==> src/rtl/mem_access_unit.sv <==
// mem_access_unit -- load/store unit between the EX/MA register and a simple
// RAM port pair. Non-memory writebacks pass straight through in IDLE; memory
// ops are latched and walked through IDLE -> ISSUE -> WAIT -> DONE.
//
// Ports:
//   clk, rst, rdy                        clock, sync active-high reset, global enable
//   we_in, waddr_in, wdata_in            non-memory register writeback
//   mem_re, mem_we, mem_op, mem_addr,    memory request (mem_op is RISC-V funct3)
//   mem_sdata
//   ram_re, ram_raddr, ram_rdata,        RAM read port
//   ram_rbusy
//   ram_we, ram_waddr, ram_wdata,        RAM write port (lane-aligned data + byte mask)
//   ram_wmask, ram_wbusy
//   we_out, waddr_out, wdata_out         register writeback to the next stage
//   stall_req, misalign                  pipeline stall request, misaligned-access flag
module mem_access_unit #(
    parameter int XLEN   = 32,
    parameter int REG_AW = 5
) (
    input  logic                 clk,
    input  logic                 rst,
    input  logic                 rdy,
    input  logic                 we_in,
    input  logic [REG_AW-1:0]    waddr_in,
    input  logic [XLEN-1:0]      wdata_in,
    input  logic                 mem_re,
    input  logic                 mem_we,
    input  logic [2:0]           mem_op,
    input  logic [31:0]          mem_addr,
    input  logic [XLEN-1:0]      mem_sdata,
    output logic                 ram_re,
    output logic [31:0]          ram_raddr,
    input  logic [XLEN-1:0]      ram_rdata,
    input  logic                 ram_rbusy,
    output logic                 ram_we,
    output logic [31:0]          ram_waddr,
    output logic [XLEN-1:0]      ram_wdata,
    output logic [XLEN/8-1:0]    ram_wmask,
    input  logic                 ram_wbusy,
    output logic                 we_out,
    output logic [REG_AW-1:0]    waddr_out,
    output logic [XLEN-1:0]      wdata_out,
    output logic                 stall_req,
    output logic                 misalign
);
    localparam int NB  = XLEN / 8;
    localparam int OFS = $clog2(NB);

    typedef logic [XLEN-1:0] xword_t;
    typedef enum logic [1:0] {IDLE, ISSUE, WAIT, DONE} state_t;

    state_t              state;
    logic                store_q;
    logic [2:0]          op_q;
    logic [31:0]         addr_q;
    xword_t              sdata_q;
    logic [REG_AW-1:0]   waddr_q;
    xword_t              ldata_q;
    logic                stall_q;

    logic                mem_req;
    logic                bad_req;
    logic                accept;
    logic                busy;
    logic                stall_int;
    logic [OFS-1:0]      ofs_q;
    logic [OFS+2:0]      sh_q;
    xword_t              lane;
    xword_t              ext;
    logic [7:0]          base_mask;
    logic [15:0]         mask_wide;

    assign mem_req = mem_re | mem_we;
    assign ofs_q   = addr_q[OFS-1:0];
    assign sh_q    = {ofs_q, 3'b000};
    assign busy    = store_q ? ram_wbusy : ram_rbusy;
    assign accept  = (state == IDLE) && mem_req && !bad_req;

    // Alignment by access size (funct3[1:0]); LD/LWU have no meaning on a
    // 32-bit datapath, so they are rejected the same way as a bad address.
    always_comb begin
        // NOTE: every always_comb output gets a default first so no path can infer a latch.
        bad_req = 1'b0;
        case (mem_op[1:0])
            2'b01:   bad_req = mem_addr[0];
            2'b10:   bad_req = (mem_addr[1:0] != 2'b00);
            2'b11:   bad_req = (mem_addr[2:0] != 3'b000);
            default: bad_req = 1'b0;
        endcase
        if (mem_op == 3'b111)
            bad_req = 1'b1;
        if (XLEN == 32 && (mem_op == 3'b011 || mem_op == 3'b110))
            bad_req = 1'b1;
    end

    // Load lane extraction: shift the addressed byte lane down to bit 0.
    always_comb begin
        lane = ram_rdata >> sh_q;
        case (op_q)
            3'b000:  ext = xword_t'($signed(lane[7:0]));
            3'b001:  ext = xword_t'($signed(lane[15:0]));
            3'b010:  ext = xword_t'($signed(lane[31:0]));
            3'b100:  ext = xword_t'(lane[7:0]);
            3'b101:  ext = xword_t'(lane[15:0]);
            3'b110:  ext = xword_t'(lane[31:0]);
            default: ext = lane;
        endcase
    end

    always_comb begin
        case (op_q[1:0])
            2'b00:   base_mask = 8'h01;
            2'b01:   base_mask = 8'h03;
            2'b10:   base_mask = 8'h0F;
            default: base_mask = 8'hFF;
        endcase
        mask_wide = 16'(base_mask) << ofs_q;
    end

    // Combinational output decode from state and latched request.
    always_comb begin
        stall_int = 1'b0;
        misalign  = 1'b0;
        ram_re    = 1'b0;
        ram_we    = 1'b0;
        we_out    = 1'b0;
        waddr_out = waddr_q;
        wdata_out = ldata_q;
        case (state)
            IDLE: begin
                if (!mem_req) begin
                    we_out    = we_in;
                    waddr_out = waddr_in;
                    wdata_out = wdata_in;
                end else if (bad_req) begin
                    misalign = 1'b1;
                end else begin
                    stall_int = 1'b1;
                end
            end
            ISSUE: begin
                stall_int = 1'b1;
                ram_re    = !store_q && rdy;
                ram_we    = store_q && rdy;
            end
            WAIT: stall_int = 1'b1;
            DONE: we_out = !store_q;
            default: stall_int = 1'b0;
        endcase
        // While frozen the stall request keeps whatever value it last had.
        stall_req = rdy ? stall_int : stall_q;
    end

    assign ram_raddr = {addr_q[31:OFS], {OFS{1'b0}}};
    assign ram_waddr = ram_raddr;
    assign ram_wdata = sdata_q << sh_q;
    assign ram_wmask = ram_we ? mask_wide[NB-1:0] : '0;

    always_ff @(posedge clk) begin
        // NOTE: sequential state uses non-blocking assignments so every register samples pre-edge values.
        if (rst) begin
            state   <= IDLE;
            store_q <= 1'b0;
            op_q    <= '0;
            addr_q  <= '0;
            sdata_q <= '0;
            waddr_q <= '0;
            ldata_q <= '0;
            stall_q <= 1'b0;
        end else begin
            stall_q <= stall_req;
            if (rdy) begin
                case (state)
                    IDLE: if (accept) begin
                        store_q <= mem_we;   // store wins when both are requested
                        op_q    <= mem_op;
                        addr_q  <= mem_addr;
                        sdata_q <= mem_sdata;
                        waddr_q <= waddr_in;
                        state   <= ISSUE;
                    end
                    ISSUE: if (!busy) state <= WAIT;
                    WAIT: if (!busy) begin
                        if (!store_q) ldata_q <= ext;
                        state <= DONE;
                    end
                    DONE: state <= IDLE;
                    default: state <= IDLE;
                endcase
            end
        end
    end
endmodule

==> config.mk <==
export PLATFORM = sky130hd
export DESIGN_NAME = mem_access_unit
export DESIGN_NICKNAME = d
export VERILOG_FILES = /design/src/rtl/mem_access_unit.sv
export SDC_FILE = /design/constraint.sdc
export NUM_CORES = 1
export LEC_CHECK = 0
export CAP_MARGIN = 20
export CORE_ASPECT_RATIO = 1.4
export CORE_MARGIN = 2
export CORE_UTILIZATION = 45
export DETAILED_ROUTE_END_ITERATION = 6
export PLACE_DENSITY = 0.89
export REMOVE_ABC_BUFFERS = 1
export SLEW_MARGIN = 10
export SYNTH_ARGS = -nofsm -noshare
export SYNTH_HDL_FRONTEND = slang
export SYNTH_SLANG_ARGS = --single-unit
==> constraint.sdc <==
create_clock -name clk -period 6.77 [get_ports clk]
set_input_delay 1.6925 -clock clk [delete_from_list [all_inputs] [get_ports clk]]
set_output_delay 1.6925 -clock clk [all_outputs]
set_load 0.01 [all_outputs]
==> metrics.cfg <==
[sta]
hold_viol_final=0
setup_viol=0
finalSetupTns_ps=0
worst_pin_slew_ps=1090
setup_slack_ps=1340
maxSlewHeadroom=0.273
fin_crit_ps=5430
drv_slew=0
holdWs_ps=451
post-route-period-util=0.802
fin_skew_ps=8.82
rsz0062_at_grt=no
clock.fmax_mhz=184

[pwr]
p_int_mw=1.20
p_per_area_nw_per_um2=188
swShare=0.272
p_leak_nw=3.08
p_seq_frac=0.413
ir_worst_vdd_mv=0.133
comb_power_share=0.228
clock_power_share=0.359
total_power_mw=1.64
switchingPower_uw=447

[worst_setup_path]
crit_top_cell=clkdlybuf4s50_1
path_cells=clkdlybuf4s50_1 > a21oi_1 > o21ai_1 > and3b_1 > a211oi_1 > clkdlybuf4s50_1
slowest_stage=clkdlybuf4s50_1
critPathMaxStageDelay_ps=580
cp_data_arrival_time_ps=3730
crit_path_start_kind=primary input
worst_setup_path_end_kind=output pin
critPathBufInv=2
worst-setup-path-type=primary input to output pin
crit_fanout=4
cp_top_family=buffers and inverters
critPathRequiredTime_ps=5080

[final_layout]
antenna_cells=0
num-fill-cells=1095
fin_nets=1088
drive_above_1_share=0.0899
area_growth_pct=43.9
stdcell_count=1127
fin_area_um2=8750
post-route-util=0.657

[clock_network]
cts.path.max_buffers=2
cts_root_buf=clkbuf_16
cts_hold_buf=0
cts_max_level=3
cts_buffers=9
clk_pin_slew_ps=70
clock-sinks=108
cts_setup_buffers=0
clk_latency_ps=350
cts_tree=yes
cts_resized=0

[hold_path]
hp-class=register to register

[synth]
synthDistinctLibCells=40
synth_seq_area_share=0.355
synth_top_flop_cell=dfxtp_1
synthXorXnorAreaFrac=0
yosysWarnings=0
syn_area_um2=6090
yosys.area_share.simple=0.181
synth-edff-count=0
yosys.area_share.adder=0.00822
synth-compound-area-share=0.174
synthArstFlopShare=0
synth_cells=763
synth_top_family_by_area=simple AND/OR/NAND/NOR gates
synth_mux_area_frac=0.146
synth-seq-cells=108
avgSynthCellArea_um2=7.98

[placed_design]
gp_congestion=0.947
dp.cells=1111
dp_slack_ps=1360
dp_hpwl_um=13700
port_buffers=281
dpl_cell_area_um2=8430

[outcome]
status=completed

[die]
start_util=0.457
dieArea_um2=14500
ioPinCount=286
core.rowCount=50
core_um2=13300
fp.dieW_um=102
fp.dieH_um=142

[route]
drt_iter0_drc=220
avgRoutedWirePerCell_um=16.9
post-route-drc-count=0
drtAntennaViolNets=0
dr.pass1.iters=4
vias=5920
wl_um=19000
vias_per_cell=5.25

[grt]
gr-total-overflow=0
grt_max_degree=74
grt_util_all_layers=0.256
antenna_found_initial=0
grt_pass1_vias=5838
grt_pass1_wl_um=29100

[flow_run]
drv_cap=0

[power by group through the flow]
stage	Clock, mW	Combinational (mW)	Sequential (mW)
detailed placement	0	0.373	0.694
CTS	0.599	0.375	0.680
finish	0.590	0.375	0.680
floorplan	0	0.137	0.703
global placement	0	0.366	0.694
global route	0.623	0.402	0.683
[area by class of cell]
| cell class | instances | area (um2) | area share |
|---|---|---|---|
| clock buffer | 9 | 225 | 0.0257 |
| clock inverter | 7 | 104 | 0.0119 |
| inverter | 4 | 15.0 | 0.00172 |
| multi-input combinational | 528 | 3150 | 0.360 |
| sequential | 108 | 2160 | 0.247 |
| tap | 182 | 228 | 0.0260 |
| timing repair buffer | 289 | 2870 | 0.328 |
[layout by cell type, fill, tap and decap left out, drive strengths merged, types with 3 or more instances in the layout]
master,synthesis,routed
a21oi,115,115
dfxtp,108,108
mux2i,36,36
nand2,173,173
and2,11,11
conb,1,4
nor2b,12,12
inv,4,8
buf,103,9
o21ai,12,12
clkbuf,23,9
nor2,42,42
mux2,45,45
nor3,8,8
clkdlybuf4s50,0,280
ha,4,4
o21a,3,3
a211oi,26,26
o211ai,9,9
o2bb2ai,7,7
[state kept, by name, indices dropped and copies added, names as in the netlist]
name     flops
addr_q      32
ldata_q     32
op_q         3
sdata_q     32
stall_q      1
state        2
store_q      1
waddr_q      5
[per-layer routing]
metal | share of wire | global-route usage | wire (um) | up-vias
met2 | 0.52 | 0.462 | 9890 | 247
met1 | 0.37 | 0.268 | 7000 | 2767
met4 | 0.036 | 0.116 | 686 | 0
met3 | 0.077 | 0.0739 | 1470 | 35
met5 | 0 | 0 | 0 | -
li1 | - | - | - | 2871
[cell usage after synthesis, types with 2 or more instances]
library cell    n  area, um2
nand2_1       173        649
a21oi_1       115        576
dfxtp_1       108       2160
buf_4          79        593
mux2_2         45        507
nor2_1         42        158
mux2i_1        36        360
a211oi_1       26        195
clkbuf_1       23       86.3
buf_2          21        105
nor2b_1        12       75.1
and2_1         11       68.8
o21ai_0        11       55.1
nor3_1          8       40.0
o211ai_1        8       60.1
o2bb2ai_1       7       61.3
ha_1            4       50.1
inv_1           4       15.0
o21a_1          3       22.5
a21o_1          2       15.0
buf_1           2       7.51
nand3b_1        2       15.0
nor3b_1         2       15.0
o221a_2         2       22.5
or2_2           2       12.5
[tightest hold or removal path, cell delays in order (launching register included)]
cell     delay, ps
dfxtp_1        310
nand2_1         50
a21oi_1         50
[path summary, 6_finish.rpt]
path | slack [ps] | cells after the start | from | to
setup reg to reg | 4470 | 4 | addr_q[0]$_SDFFE_PP0P_ | ldata_q[31]$_SDFFE_PP0P_
hold / removal | 450 | 2 | sdata_q[25]$_SDFFE_PP0P_ | sdata_q[25]$_SDFFE_PP0P_
setup / recovery | 1340 | 6 | mem_op[0] | stall_req
hold reg to reg | 450 | 2 | sdata_q[25]$_SDFFE_PP0P_ | sdata_q[25]$_SDFFE_PP0P_
[kinds of logic (layout without fill, tap and decap cells)]
group	after synthesis	after routing
simple gates	258	258
compound gates	180	180
buf+inv	130	309
flops	108	108
mux	82	82
fa+ha+maj	4	4
other cells	1	4
(Power assumes the default switching activity.)
